### config.mk
export PLATFORM = sky130hd
export DESIGN_NAME = led_rate_monitor
export DESIGN_NICKNAME = d
export VERILOG_FILES = /design/src/rtl/led_pkg.sv /design/src/rtl/led_rate_monitor_seq_divider.sv /design/src/rtl/led_rate_monitor.sv
export SDC_FILE = /design/constraint.sdc
export NUM_CORES = 1
export LEC_CHECK = 0
export CORE_UTILIZATION = 50
export DETAILED_ROUTE_END_ITERATION = 7
export PLACE_DENSITY = 0.74
export SLEW_MARGIN = 20
export SYNTH_ARGS = -nofsm -noshare
export SYNTH_HDL_FRONTEND = slang
export SYNTH_SLANG_ARGS = --single-unit
export TNS_END_PERCENT = 50
### constraint.sdc
create_clock -name clk -period 7.8 [get_ports clk]
set_input_delay 0.78 -clock clk [delete_from_list [all_inputs] [get_ports clk]]
set_output_delay 0.78 -clock clk [all_outputs]
set_load 0.05 [all_outputs]
### src/rtl/led_pkg.sv
// Shared definitions for the LED randomiser and its rate monitor.
//   PROB_W  : width of the probability code (on-rate = 1/probability)
//   state_t : rate-monitor FSM states
package led_pkg;

    localparam int PROB_W = 7;

    typedef enum logic [1:0] {
        IDLE   = 2'd0,
        SAMPLE = 2'd1,
        DIVIDE = 2'd2,
        DONE   = 2'd3
    } state_t;

endpackage

### src/rtl/led_rate_monitor_seq_divider.sv
// seq_divider: restoring divider producing one quotient bit per cycle,
// MSB first, W iterations after a start pulse.  The divisor is captured
// when start is seen, so later input changes do not disturb a division.
// A zero divisor skips the arithmetic and returns an all-ones quotient.
//   clk, rst_n : clock, async active-low reset
//   start      : load dividend/divisor and begin
//   dividend   : W-bit numerator
//   divisor    : W-bit denominator
//   quotient   : result, valid from the valid pulse until the next start
//   valid      : one-cycle pulse when the quotient is complete
module seq_divider #(
    parameter int W = 16
) (
    input  logic         clk,
    input  logic         rst_n,
    input  logic         start,
    input  logic [W-1:0] dividend,
    input  logic [W-1:0] divisor,
    output logic [W-1:0] quotient,
    output logic         valid
);

    localparam int IW = $clog2(W + 1);

    logic [W-1:0]  r_rem;
    logic [W-1:0]  r_quo;
    logic [W-1:0]  r_div;
    logic [IW-1:0] r_iter;
    logic          r_active;
    logic          r_div_zero;
    logic          r_valid;

    logic [W:0]    w_shift;
    logic [W:0]    w_trial;

    // Bring the next dividend bit into the partial remainder and try to
    // subtract; the remainder is always below the divisor, so W bits hold it.
    assign w_shift = {r_rem, r_quo[W-1]};
    assign w_trial = w_shift - {1'b0, r_div};

    always_ff @(posedge clk or negedge rst_n) begin
        if (!rst_n) begin
            r_rem      <= '0;
            r_quo      <= '0;
            r_div      <= '0;
            r_iter     <= '0;
            r_active   <= 1'b0;
            r_div_zero <= 1'b0;
            r_valid    <= 1'b0;
        end else begin
            r_valid <= 1'b0;
            if (start) begin
                r_rem      <= '0;
                r_quo      <= dividend;
                r_div      <= divisor;
                r_iter     <= IW'(W);
                r_active   <= 1'b1;
                r_div_zero <= (divisor == '0);
            end else if (r_active) begin
                if (!r_div_zero) begin
                    if (!w_trial[W]) begin
                        r_rem <= w_trial[W-1:0];
                        r_quo <= {r_quo[W-2:0], 1'b1};
                    end else begin
                        r_rem <= w_shift[W-1:0];
                        r_quo <= {r_quo[W-2:0], 1'b0};
                    end
                end
                r_iter <= r_iter - 1'b1;
                if (r_iter == IW'(1)) begin
                    r_active <= 1'b0;
                    r_valid  <= 1'b1;
                end
            end
        end
    end

    assign quotient = r_div_zero ? '1 : r_quo;
    assign valid    = r_valid;

endmodule

### src/rtl/led_rate_monitor.sv
// led_rate_monitor: grades the randomised LED on-rate.  On start it counts
// led-high samples over WINDOW enabled cycles, divides WINDOW by the latched
// probability code and flags whether the hit count is within TOL of it.
//   clk, rst_n     : clock, async active-low reset
//   start          : single-cycle measurement request (ignored when busy)
//   enable         : randomiser enable; only enabled cycles are samples
//   led            : randomiser output under test
//   probability    : probability code, latched at start
//   busy           : measurement in progress
//   done           : one-cycle pulse when results update
//   hit_count      : led-high samples in the last window
//   expected_count : floor(WINDOW / probability), all ones for probability 0
//   in_range       : |hit_count - expected_count| <= TOL
//
// state  | meaning
// IDLE   | waiting for start; results hold
// SAMPLE | counting enabled samples and hits
// DIVIDE | sequential divider computing WINDOW / prob_q
// DONE   | results registered, done pulsed; busy drops next cycle
module led_rate_monitor
    import led_pkg::*;
#(
    parameter int WINDOW = 1000,
    parameter int CNT_W  = 16,
    parameter int TOL    = 50
) (
    input  logic              clk,
    input  logic              rst_n,
    input  logic              start,
    input  logic              enable,
    input  logic              led,
    input  logic [PROB_W-1:0] probability,
    output logic              busy,
    output logic              done,
    output logic [CNT_W-1:0]  hit_count,
    output logic [CNT_W-1:0]  expected_count,
    output logic              in_range
);

    state_t            r_state;
    logic [PROB_W-1:0] r_prob_q;
    logic [CNT_W-1:0]  r_sample_cnt;
    logic [CNT_W-1:0]  r_hit_cnt;
    logic              r_busy;
    logic              r_done;
    logic [CNT_W-1:0]  r_hit_count;
    logic [CNT_W-1:0]  r_expected_count;
    logic              r_in_range;

    logic              w_last_sample;
    logic [CNT_W-1:0]  w_quotient;
    logic              w_div_valid;
    logic [CNT_W:0]    w_diff;
    logic [CNT_W:0]    w_abs;
    logic              w_in_tol;

    // The divider starts on the same edge the final sample is taken, so the
    // quotient is ready CNT_W edges later and DONE follows one edge after.
    assign w_last_sample = (r_state == SAMPLE) && enable &&
                           (r_sample_cnt == CNT_W'(WINDOW - 1));

    seq_divider #(
        .W (CNT_W)
    ) u_div (
        .clk      (clk),
        .rst_n    (rst_n),
        .start    (w_last_sample),
        .dividend (CNT_W'(WINDOW)),
        .divisor  ({{(CNT_W-PROB_W){1'b0}}, r_prob_q}),
        .quotient (w_quotient),
        .valid    (w_div_valid)
    );

    // Extra sign bit keeps the difference exact for any pair of counts.
    assign w_diff   = {1'b0, r_hit_cnt} - {1'b0, w_quotient};
    assign w_abs    = w_diff[CNT_W] ? (~w_diff + 1'b1) : w_diff;
    assign w_in_tol = (w_abs <= (CNT_W+1)'(TOL));

    always_ff @(posedge clk or negedge rst_n) begin
        if (!rst_n) begin
            r_state          <= IDLE;
            r_prob_q         <= '0;
            r_sample_cnt     <= '0;
            r_hit_cnt        <= '0;
            r_busy           <= 1'b0;
            r_done           <= 1'b0;
            r_hit_count      <= '0;
            r_expected_count <= '0;
            r_in_range       <= 1'b0;
        end else begin
            case (r_state)
                IDLE: begin
                    if (start) begin
                        r_prob_q     <= probability;
                        r_sample_cnt <= '0;
                        r_hit_cnt    <= '0;
                        r_busy       <= 1'b1;
                        r_state      <= SAMPLE;
                    end
                end
                SAMPLE: begin
                    if (enable) begin
                        r_sample_cnt <= r_sample_cnt + 1'b1;
                        r_hit_cnt    <= r_hit_cnt + {{(CNT_W-1){1'b0}}, led};
                        if (w_last_sample) begin
                            r_state <= DIVIDE;
                        end
                    end
                end
                DIVIDE: begin
                    if (w_div_valid) begin
                        r_hit_count      <= r_hit_cnt;
                        r_expected_count <= w_quotient;
                        r_in_range       <= (r_prob_q != '0) && w_in_tol;
                        r_done           <= 1'b1;
                        r_state          <= DONE;
                    end
                end
                DONE: begin
                    r_done  <= 1'b0;
                    r_busy  <= 1'b0;
                    r_state <= IDLE;
                end
                default: begin
                    r_state <= IDLE;
                end
            endcase
        end
    end

    assign busy           = r_busy;
    assign done           = r_done;
    assign hit_count      = r_hit_count;
    assign expected_count = r_expected_count;
    assign in_range       = r_in_range;

endmodule

Word-level counts from Yosys, hierarchy flattened
Cells that the tools add are included.

Magnitude comparators: 1. Bitwise operators: 1. Equality and inequality tests: 10. Reduce and logical (&&, ||, !) cells: 17. Mux-type cells: 32. Add/subtract/negate cells: 6.

Operator list (count): 16-bit two-way mux (11); 16-bit one-hot mux with 2 select lines (2); 17-bit by 1-bit adder with 17-bit output (second input constant) (1); 17-bit by 6-bit <= comparator with 1-bit output (second input constant) (1); 17-bit two-way mux (1); 17-bit NOT (1); 16-bit by 16-bit subtractor with 17-bit output (1); 17-bit by 7-bit subtractor with 17-bit output (1); 16-bit by 1-bit adder with 16-bit output (1); 16-bit by 1-bit adder with 16-bit output (second input constant) (1); 16-bit by 10-bit equality test with 1-bit output (second input constant) (1); 16-bit logical NOT (1); 5-bit two-way mux (2); 2-bit AND reduction (5); 1-bit two-way mux (9); 2-bit two-way mux (4); 2-bit one-hot mux with 4 select lines (1); 2-bit nonzero test (4); 7-bit nonzero test (1); 2-bit by 1-bit inequality test with 1-bit output (second input constant) (3); 5-bit by 1-bit equality test with 1-bit output (second input constant) (1); 5-bit by 1-bit subtractor with 5-bit output (second input constant) (1); 2-bit equality test (second input constant) (2); 2-bit inequality test (second input constant) (2); 6 further kinds (9).

Logic and storage cells: 83. Flip-flop bits (word level): 123. Input port bits: 12. Output and inout port bits: 35.

Logic depth before layout (Yosys ltp)
Word-level depth: 7. Depth in mapped cells: 16. Depth with buffers taken out: 12.

Hierarchy
A second synthesis with hierarchy kept.

Cell total of the unflattened synthesis: 857. Area total of the unflattened synthesis: 7992.7 sq um.

Modules (own cells, without submodules): led_rate_monitor (seq. area each 1901.8 sq um, area each 4634.4 sq um, cells each 501, times used 1); seq_divider (seq. area each 1401.3 sq um, area each 3358.2 sq um, cells each 356, times used 1).

Worst setup path after synthesis
No wires, ideal clock.

Path kind: reg2reg. Start: register u_div.r_div_zero. End: register r_in_range, in the netlist in_range. Buffers on the path: 4. Stages on the path, launching flop included: 16. Data arrival time: 3681 ps. Required time: 7690 ps. Clock period less this slack: 3792 ps. Slack: 4008 ps. Library setup time: 110 ps. Cells stage by stage: dfrtp_1 -> buf_2 -> clkbuf_1 -> buf_1 -> nor2_1 -> ha_1 -> a21oi_1 -> a221o_1 -> a211oi_1 -> o21a_1 -> or2_0 -> clkbuf_1 -> nand3b_1 -> mux2i_1 -> o32a_1 -> o41ai_1.

Cells in the longest elaborated chain, start to end: 7.

RTL lines: start: declaration (line led_rate_monitor_seq_divider.sv:30) `logic r_div_zero;`; start signal: assignment (line led_rate_monitor_seq_divider.sv:58) `r_div_zero <= (divisor == '0);`; 16-bit two-way mux (*) (line led_rate_monitor_seq_divider.sv:78) `assign quotient = r_div_zero ? '1 : r_quo;`; 16-bit by 16-bit subtractor with 17-bit output (*) (line led_rate_monitor.sv:75) `assign w_diff = {1'b0, r_hit_cnt} - {1'b0, w_quotient};`; 17-bit NOT (line led_rate_monitor.sv:76) `assign w_abs = w_diff[CNT_W] ? (~w_diff + 1'b1) : w_diff;`; 17-bit by 1-bit adder with 17-bit output (line led_rate_monitor.sv:76); 17-bit two-way mux (*) (line led_rate_monitor.sv:76); 17-bit by 6-bit <= comparator with 1-bit output (*) (line led_rate_monitor.sv:77) `assign w_in_tol = (w_abs <= (CNT_W+1)'(TOL));`; 1-bit logical AND (*) (line led_rate_monitor.sv:114) `r_in_range <= (r_prob_q != '0) && w_in_tol;`; end signal: assignment (line led_rate_monitor.sv:114); end: declaration (line led_rate_monitor.sv:48) `logic r_in_range;`.

Every way passes the cells marked *; elsewhere a longest branch is shown, timed or not. A chain may end at the register's enable or synchronous reset.

Worst setup path in the final report
Same ends and word-level chain as after synthesis.

==> impl_metrics.ini <==
[power]
swShare = 0.2973
p_clk_frac = 0.425
netSwitchingPower_uw = 578.8
sequentialPowerShare = 0.382
p_leak_nw = 3.965
combPwrFrac = 0.193
internal_power_mw = 1.368
powerDensity_nw_per_um2 = 226.3
peakVddDrop_v = 0.0002966

[logic_synthesis]
seq_area_frac_synth = 0.4164
yosys_warnings = 0
synth_commonest_cells = dfrtp_1, nand2_1, nor2_1
syn-cell-area_sq_um = 7392
synth_edf_count = 0
ys.flop_type = dfrtp_1
synthTopCellsByArea = dfrtp_1, nand2_1, ha_1
syn_inst = 821
synth_nets = 864
ys_seq_elements = 123
synth.distinct_cells = 72
yosysMostFrequentCell = dfrtp_1
yosys.area.top_type_share = 0.4164
syn-mean-instance-area_sq_um = 9.004
yosys.area.top_type = dfrtp_1
async_flop_share = 1.000

[route]
vias = 6028
antenna_left = 0
wirelength_um = 16220
vias_per_cell = 5.741
drtIter0Drc = 370
wire_per_inst_um = 15.44
dr.pass1.iters = 5
drc_errors = 0

[worst_setup_path]
worstPathRequired_ps = 8100
cp.depth = 11
start_kind = register
slowest_stage = dfrtp_1
critical_path_class = register to register
crit_family = compound AO/OA/AOI/OAI gates
slowest_delay_ps = 950
cp-end-kind = register
crit_path_max_fanout = 34
r2r_cells = 11
cp_data_arrival_time_ps = 4600
cp_cell_sequence = nor2_1, ha_1, nor4bb_1, a2111oi_0, a211oi_1, o21a_1, or2_0, nand3b_1, mux2i_1, o32a_1, o41ai_1
path_buf_inv = 0
worst-r2r-setup-slack_ps = 3490

[clock_tree]
cts_hold_repair.buffers = 0
cts_made_buffers = 17
cts_max_level = 4
cts_tree = built
clock_latency_ps = 420
clk_pin_slew_ps = 60
cts.sinks = 123
cts_setup_buffers = 0
cts_resized = 0
clockBufferDepth = 2
cts-root-buf = clkbuf_16

[floorplan]
die_area_sq_um = 15270
core_area_sq_um = 14480
rows = 44
start_util = 0.5105
die_x_um = 123.6
ios = 47
die_h_um = 123.6

[placement]
globalplace.congestion = 0.8989
dpl.hpwl_um = 11440
io_buffers = 46

[sta]
slew_headroom = 0.3217
period_share = 0.5520
fin_crit_ps = 4306
hold_viol_final = 0
rsz0062_at_grt = no
fin_skew_ps = 7.647
fmax_ghz = 0.2323
worstMarginPinSlew_ps = 1014
tns_ps = 0
finalMaxSlewViolations = 0
setup_viol = 0

[global_route]
met3_usage = 0.05403
met2_usage = 0.3882
grt_util_met1 = 0.3155
overflow = 0
first_global_vias = 5780
grt_use_total = 0.2378
grt-busiest-layer = met2
grt_max_degree = 74
grt_pass1_wl_um = 28110
antenna_found_initial = 0

[final_layout]
diodes = 0
fillCellCount = 1269
drive_gt1_frac = 0.09931
nets = 896
syn_to_final_growth_pct = 16.38
utilization = 0.5942

[hold_path]
holdCritPathClass = input port to asynchronous set/reset pin

[outcome]
status = finished clean

[job]
maxCapViolCount = 0
[sequential cells by signal (all words and copies together), names as in the netlist, 2 cells and up]
| name | flops |
|---|---|
| u_div.r_iter | 5 |
| u_div.r_div | 7 |
| hit_count | 16 |
| r_hit_cnt | 16 |
| r_prob_q | 7 |
| expected_count | 16 |
| u_div.r_rem | 16 |
| r_state | 2 |
| r_sample_cnt | 16 |
| u_div.r_quo | 16 |
[final timing paths]
kind | start | to
min in group clk | expected_count[14]$_DFFE_PN0P_ | expected_count[14]$_DFFE_PN0P_
max reg2reg | u_div.r_div_zero$_DFFE_PN0P_ | in_range$_DFFE_PN0P_
max | u_div.r_div_zero$_DFFE_PN0P_ | in_range$_DFFE_PN0P_
min reg2reg | expected_count[14]$_DFFE_PN0P_ | expected_count[14]$_DFFE_PN0P_
min | rst_n | r_sample_cnt[10]$_DFFE_PN0P_
max in group asynchronous | rst_n | expected_count[7]$_DFFE_PN0P_
[worst register-to-register path, cell delays in order (launching register included)]
cell	delay [ps]
dfrtp_1	950
nor2_1	200
ha_1	470
nor4bb_1	470
a2111oi_0	170
a211oi_1	500
o21a_1	180
or2_0	270
nand3b_1	170
mux2i_1	140
o32a_1	300
o41ai_1	350
[layer usage]
layer	wire (um)	vias to the layer above
li1	-	2984
met1	7844	2919
met2	7643	106
met3	479	19
met4	250	0
met5	0	-
[power by group through the flow]
stage	clock, mW	sequential (mW)	combinational, mW
after floorplan	0	0.821	0.179
after global placement	0	0.754	0.367
after detailed placement	0	0.755	0.372
after CTS	0.844	0.744	0.375
after global routing	0.870	0.753	0.415
final	0.828	0.744	0.375
[cell families (layout without fill, tap and decap cells)]
kind of cell / after synthesis / after routing / share of synthesized area
flops: 123 / 123 / 0.4164
simple gates: 347 / 347 / 0.2278
xor+xnor: 46 / 46 / 0.05450
fa+ha+maj: 32 / 32 / 0.05586
compound gates: 162 / 162 / 0.1486
buf+inv: 69 / 114 / 0.03555
mux: 42 / 42 / 0.06127
[through the flow]
step                      hold slack (ps)  cells  instance area [sq um]  worst slack [ps]  total power, mW
after detailed placement            470.3   1018                   7975              3546            1.127
after floorplan                     452.4    821                   7392              4008            1.000
after CTS                           405.5   1050                   8598              3510            1.963
final                               385.6   1050                   8603              3495            1.947
after global routing                429.6   1050                   8603              3138            2.037
after global placement              462.9   1018                   7975              3685            1.121
[placed cells by master, fill, tap and decap left out, drive strengths merged, types with 9 or more instances in the layout]
| cell type | Yosys | layout |
|---|---|---|
| xnor2 | 19 | 19 |
| and3 | 13 | 13 |
| a22o | 9 | 9 |
| nor2 | 82 | 82 |
| nor3 | 15 | 15 |
| xor2 | 27 | 27 |
| clkdlybuf4s50 | 0 | 45 |
| inv | 32 | 34 |
| nand4 | 9 | 9 |
| mux2 | 26 | 26 |
| or3 | 10 | 10 |
| dfrtp | 123 | 123 |
| nand3 | 34 | 34 |
| or2 | 14 | 14 |
| ha | 29 | 29 |
| nand2 | 120 | 120 |
| o21ai | 59 | 59 |
| nor4 | 11 | 11 |
| a21oi | 22 | 22 |
| clkbuf | 32 | 18 |
| mux2i | 16 | 16 |
[final cells by class]
class                      count  area, sq um  share of cell area
sequential                   123         3078              0.3578
inverter                      32        120.1             0.01396
multi-input combinational    629         4064              0.4724
clock inverter                14        193.9             0.02254
clock buffer                  18        429.2             0.04988
timing repair buffer          50        488.0             0.05672
tap                          184        230.2             0.02676
Note: power is estimated with default switching activity, not from simulation.
